==> config.mk <==
export PLATFORM = sky130hd
export DESIGN_NAME = clk_div_monitor
export DESIGN_NICKNAME = d
export VERILOG_FILES = /design/src/rtl/clk_div_monitor.sv
export SDC_FILE = /design/constraint.sdc
export NUM_CORES = 1
export LEC_CHECK = 0
export BUFFER_PORTS_ARGS = -buffer_cell sky130_fd_sc_hd__clkbuf_2
export CORE_MARGIN = 2
export CORE_UTILIZATION = 58
export DETAILED_ROUTE_END_ITERATION = 6
export PLACE_DENSITY = 0.79
export REMOVE_ABC_BUFFERS = 1
export SLEW_MARGIN = 0
export SYNTH_ARGS = -nofsm -noshare
export SYNTH_HDL_FRONTEND = slang
export SYNTH_SLANG_ARGS = --single-unit
==> constraint.sdc <==
create_clock -name clk -period 2.4 [get_ports clk]
set_clock_uncertainty 0.1 [all_clocks]
set_input_delay 0.48 -clock clk [delete_from_list [all_inputs] [get_ports clk]]
set_output_delay 0.48 -clock clk [all_outputs]
set_load 0.02 [all_outputs]
==> src/rtl/clk_div_monitor.sv <==
// Receive-side checker for divided clocks: measures period/high time of div_in in clk cycles,
// tracks lock against EXP_PERIOD and flags loss-of-clock. Optional input synchronizer: CLK_DIV_MON_SYNC_EN.
module clk_div_monitor #(
    parameter int CNT_W      = 8,
    parameter int EXP_PERIOD = 3,
    parameter int LOCK_CNT   = 4,
    parameter int TIMEOUT    = 32
) (
    input  logic             clk,
    input  logic             reset,
    input  logic             div_in,
    output logic [CNT_W-1:0] period,
    output logic [CNT_W-1:0] high_time,
    output logic             period_valid,
    output logic             locked,
    output logic             err,
    output logic             timeout
);

    localparam logic [1:0] SEARCH = 2'd0;
    localparam logic [1:0] TRACK  = 2'd1;
    localparam logic [1:0] LOCK   = 2'd2;

    localparam logic [CNT_W-1:0] EXP_C   = CNT_W'(EXP_PERIOD);
    localparam logic [CNT_W-1:0] TO_C    = CNT_W'(TIMEOUT);
    localparam logic [CNT_W-1:0] ONE     = CNT_W'(1);
    localparam logic [CNT_W-1:0] CNT_MAX = {CNT_W{1'b1}};
    localparam logic [3:0]       LOCK_C  = 4'(LOCK_CNT);

    logic             div_s;
    logic             div_d;
    logic             rise;
    logic [CNT_W-1:0] cnt;
    logic [CNT_W-1:0] hcnt;
    logic [3:0]       match_cnt;
    logic [3:0]       match_nxt;
    logic [1:0]       state;

`ifdef CLK_DIV_MON_SYNC_EN
    logic [1:0] sync;

    always_ff @(posedge clk or posedge reset) begin
        if (reset) sync <= 2'b00;
        else       sync <= {sync[0], div_in};
    end

    assign div_s = sync[1];
`else
    assign div_s = div_in;
`endif

    assign rise      = div_s & ~div_d;
    assign match_nxt = match_cnt + 4'd1;

    // Both counters restart at 1 on a rise so the rise cycle itself is counted.
    always_ff @(posedge clk or posedge reset) begin
        if (reset) begin
            div_d <= 1'b0;
            cnt   <= '0;
            hcnt  <= '0;
        end else begin
            div_d <= div_s;
            if (rise) begin
                cnt  <= ONE;
                hcnt <= ONE;
            end else begin
                if (cnt != CNT_MAX)
                    cnt <= cnt + ONE;
                if (div_s && (hcnt != CNT_MAX))
                    hcnt <= hcnt + ONE;
            end
        end
    end

    always_ff @(posedge clk or posedge reset) begin
        if (reset) begin
            state        <= SEARCH;
            match_cnt    <= '0;
            period       <= '0;
            high_time    <= '0;
            period_valid <= 1'b0;
            locked       <= 1'b0;
            err          <= 1'b0;
            timeout      <= 1'b0;
        end else begin
            period_valid <= 1'b0;
            err          <= 1'b0;
            case (state)
                SEARCH: begin
                    if (rise) begin
                        state   <= TRACK;
                        timeout <= 1'b0;
                    end
                end
                TRACK, LOCK: begin
                    // A rise coinciding with cnt==TIMEOUT is measured, not timed out.
                    if (rise) begin
                        period       <= cnt;
                        high_time    <= hcnt;
                        period_valid <= 1'b1;
                        if (cnt == EXP_C) begin
                            if (state == TRACK) begin
                                match_cnt <= match_nxt;
                                if (match_nxt == LOCK_C) begin
                                    state  <= LOCK;
                                    locked <= 1'b1;
                                end
                            end
                        end else begin
                            err       <= 1'b1;
                            locked    <= 1'b0;
                            match_cnt <= '0;
                            state     <= TRACK;
                        end
                    end else if (cnt == TO_C) begin
                        timeout   <= 1'b1;
                        locked    <= 1'b0;
                        match_cnt <= '0;
                        state     <= SEARCH;
                    end
                end
                default: state <= SEARCH;
            endcase
        end
    end

endmodule

==> impl_metrics.env <==
export IMPL_num_vias=1478
export IMPL_post_route_drc_count=0
export IMPL_post_cts_buffers=0
export IMPL_dpl_instance_area_mm2=0.00230
export IMPL_fillCellCount=279
export IMPL_drive_gt1_share_pct=26.6
export IMPL_cp_top_family="compound AO/OA/AOI/OAI gates"
export IMPL_wire_per_inst_um=14.1
export IMPL_antenna_found_initial=0
export IMPL_cap_viol_max_count=0
export IMPL_core_area_mm2=0.00361
export IMPL_final_util_pct=66.2
export IMPL_synth_area_mm2=0.00213
export IMPL_drv_slew=0
export IMPL_slowest_delay_ns=0.42
export IMPL_clock_latency_ns=0.30
export IMPL_syn_area_per_cell_um2=11.1
export IMPL_finalSetupViolCount=0
export IMPL_wl_met2_mm=1.89
export IMPL_max_freq_ghz=0.481
export IMPL_vdd_ir_drop_worst_mv=0.615
export IMPL_drtAntennaViolNets=0
export IMPL_area_delta_synth_final_pct=12.2
export IMPL_grt_max_degree=44
export IMPL_tritoncts="yes"
export IMPL_dieArea_mm2=0.00417
export IMPL_cts_buffer_depth=2
export IMPL_crit_arrival_ns=2.16
export IMPL_tightest_slew_ns=0.529
export IMPL_netlist_instances=192
export IMPL_rsz0062_at_grt="false"
export IMPL_ios=23
export IMPL_critPathLaunch="cnt[1]"
export IMPL_cp_slowest_cell="dfrtp_1"
export IMPL_relSlewSlack_pct=64.7
export IMPL_crit_buf_inv=0
export IMPL_regToRegStartpoint="cnt[1]"
export IMPL_cp_end_kind="flop"
export IMPL_highest_layer="met4"
export IMPL_grt_pass1_vias=1423
export IMPL_hold_viol_final=0
export IMPL_met3_length_um=136
export IMPL_synthDistinctLibCells=40
export IMPL_cts_hold_buffers_added=0
export IMPL_antenna_cells=0
export IMPL_numClockSinks=43
export IMPL_grt_pass1_wl_mm=6.71
export IMPL_pre_cts_slack_ns=0.356
export IMPL_die_y_um=64.6
export IMPL_numCtsBuffers=5
export IMPL_synth_edff_count=0
export IMPL_drt_iter0_markers=68
export IMPL_cts_resized=0
export IMPL_layout_setup_ws_ns=0.323
export IMPL_first_pass_iters=4
export IMPL_hpwl_mm=2.72
export IMPL_seq_area_frac_synth_pct=50.6
export IMPL_path_class="reg2reg"
export IMPL_core_rowCount=22
export IMPL_nNetsFinal=233
export IMPL_hold_path_class="in2async"
export IMPL_synth_area_leaders="dfrtp_1 (51%), mux2_2 (7.4%), ha_1 (5.3%)"
export IMPL_yosysTopAreaCell="dfrtp_1"
export IMPL_cts_root_buf="clkbuf_8"
export IMPL_timing_final_crit_share_pct=86.6
export IMPL_grt_use_total_pct=21.1
export IMPL_initial_core_util_pct=59.0
export IMPL_power_density_mw_per_mm2=872
export IMPL_wl_met1_mm=1.74
export IMPL_p_leak_nw=1.15
export IMPL_power_w=0.00208
export IMPL_synth_warnings=0
export IMPL_ys_seq_elements=43
export IMPL_design_area_mm2=0.00239
export IMPL_status="finished clean"
export IMPL_crit_path_start_kind="flop"
export IMPL_via_per_inst=5.47
export IMPL_ys_top_cells_by_count="dfrtp_1 (43), nand2_1 (17), mux2_2 (14), nor2_1 (14), o21ai_0 (14)"
export IMPL_die_x_um=64.6
export IMPL_routabilityCongestion=0.756
export IMPL_grt_overflow=0
export IMPL_synth_most_common_cell="dfrtp_1"
export IMPL_worstPathMaxFanout=4
export IMPL_synth_top_area_share_pct=50.6
export IMPL_synthFlopType="dfrtp_1"
export IMPL_routed_wl_mm=3.80
export IMPL_h_tree_depth=2
export IMPL_required_ns=2.48
export IMPL_port_buffers=22
export IMPL_clk_pin_slew_ns=0.08
export IMPL_crit_chain="ha_1, nor4b_4, and3_2, a32o_2, a221oi_4, mux2_4"
export IMPL_min_period_ns=2.08
export IMPL_ys_async_sr_fraction_pct=100
[through the flow]
stage | TNS (ns) | std cells | hold slack (ns)
final | 0 | 270 | 0.178
after global routing | 0 | 270 | 0.239
after CTS | 0 | 270 | 0.193
after detailed placement | 0 | 262 | 0.390
after global placement | 0 | 262 | 0.375
after floorplan | -0.566 | 187 | 0.366
[layout make-up]
| type | count | area [um^2] | share of cell area, % |
|---|---|---|---|
| flip-flops and latches | 43 | 1080 | 45.1 |
| multi-input cells | 135 | 985 | 41.2 |
| repair buffers | 27 | 148 | 6.18 |
| clock buffers | 6 | 72.6 | 3.04 |
| well taps | 48 | 60.1 | 2.52 |
| inverters | 9 | 33.8 | 1.42 |
| clock inverters | 2 | 12.5 | 0.524 |
[metal layers]
metal  global-route usage, %  up-vias
met3                    4.17        3
met2                    33.2       28
met4                    7.45        0
li1                        -      728
met5                       0        -
met1                    29.3      719
[worst paths after layout]
check / to / slack (ns) / cells after the start
max: state[0] / 0.32 / 6
min: high_time[0] / 0.18 / 3
max reg2reg: state[0] / 0.32 / 6
min reg2reg: period[0] / 0.40 / 2
max in group asynchronous: hcnt[2] / 1.65 / 3
min in group clk: div_d / 0.25 / 1
[sequential cells by signal, indices dropped and copies added (netlist names)]
signal and flops:
match_cnt 4, state 2, locked 1, div_d 1, cnt 8, hcnt 8, timeout 1, high_time 8
period 8, period_valid 1, err 1
[tightest hold or removal path, cell delays in order]
cell      delay [ns]
clkbuf_2        0.08
inv_1           0.04
buf_4           0.43
[kinds of logic after synthesis]
family / after synthesis / synth area share [%]
AOI/OAI and AO/OA: 32 / 9.94
xor gates and xnor gates: 8 / 3.29
adders and majority gates: 9 / 5.29
buffers and inverters: 14 / 3.17
DFF: 43 / 50.6
muxes: 18 / 9.76
and+or+nand+nor: 68 / 18.0
[report_power, final]
part | leakage [nW] | switching [W] | total (W) | internal [W]
clock network | 0.0412 | 0.000235 | 0.000438 | 0.000203
logic | 0.539 | 0.000374 | 0.000659 | 0.000285
registers | 0.570 | 0.000132 | 0.000985 | 0.000853
total | 1.15 | 0.000740 | 0.00208 | 0.00134
[cell usage in the layout, fill, tap and decap left out, drive strengths merged]
master	synthesis	final
o211ai	1	1
buf	2	5
or3	3	3
a31oi	1	1
nand2	17	17
and2	1	1
nor3	7	7
a21boi	1	1
dfrtp	43	43
xnor2	5	5
o21a	1	1
mux2	16	16
a221oi	1	1
a21oi	8	8
clkbuf	3	28
mux2i	2	2
nand3b	1	1
clkinv	0	1
a21bo	1	1
nor4b	2	2
xor2	3	3
a32o	1	1
nand2b	3	3
ha	9	9
nand3	10	10
and3	3	3
a2bb2oi	1	1
inv	9	9
o211a	1	1
nor2b	1	1
o22ai	1	1
nor2	14	14
o21ai	14	14
nand4	6	6
clkinvlp	0	1
Power figures use the tool's default switching activity.
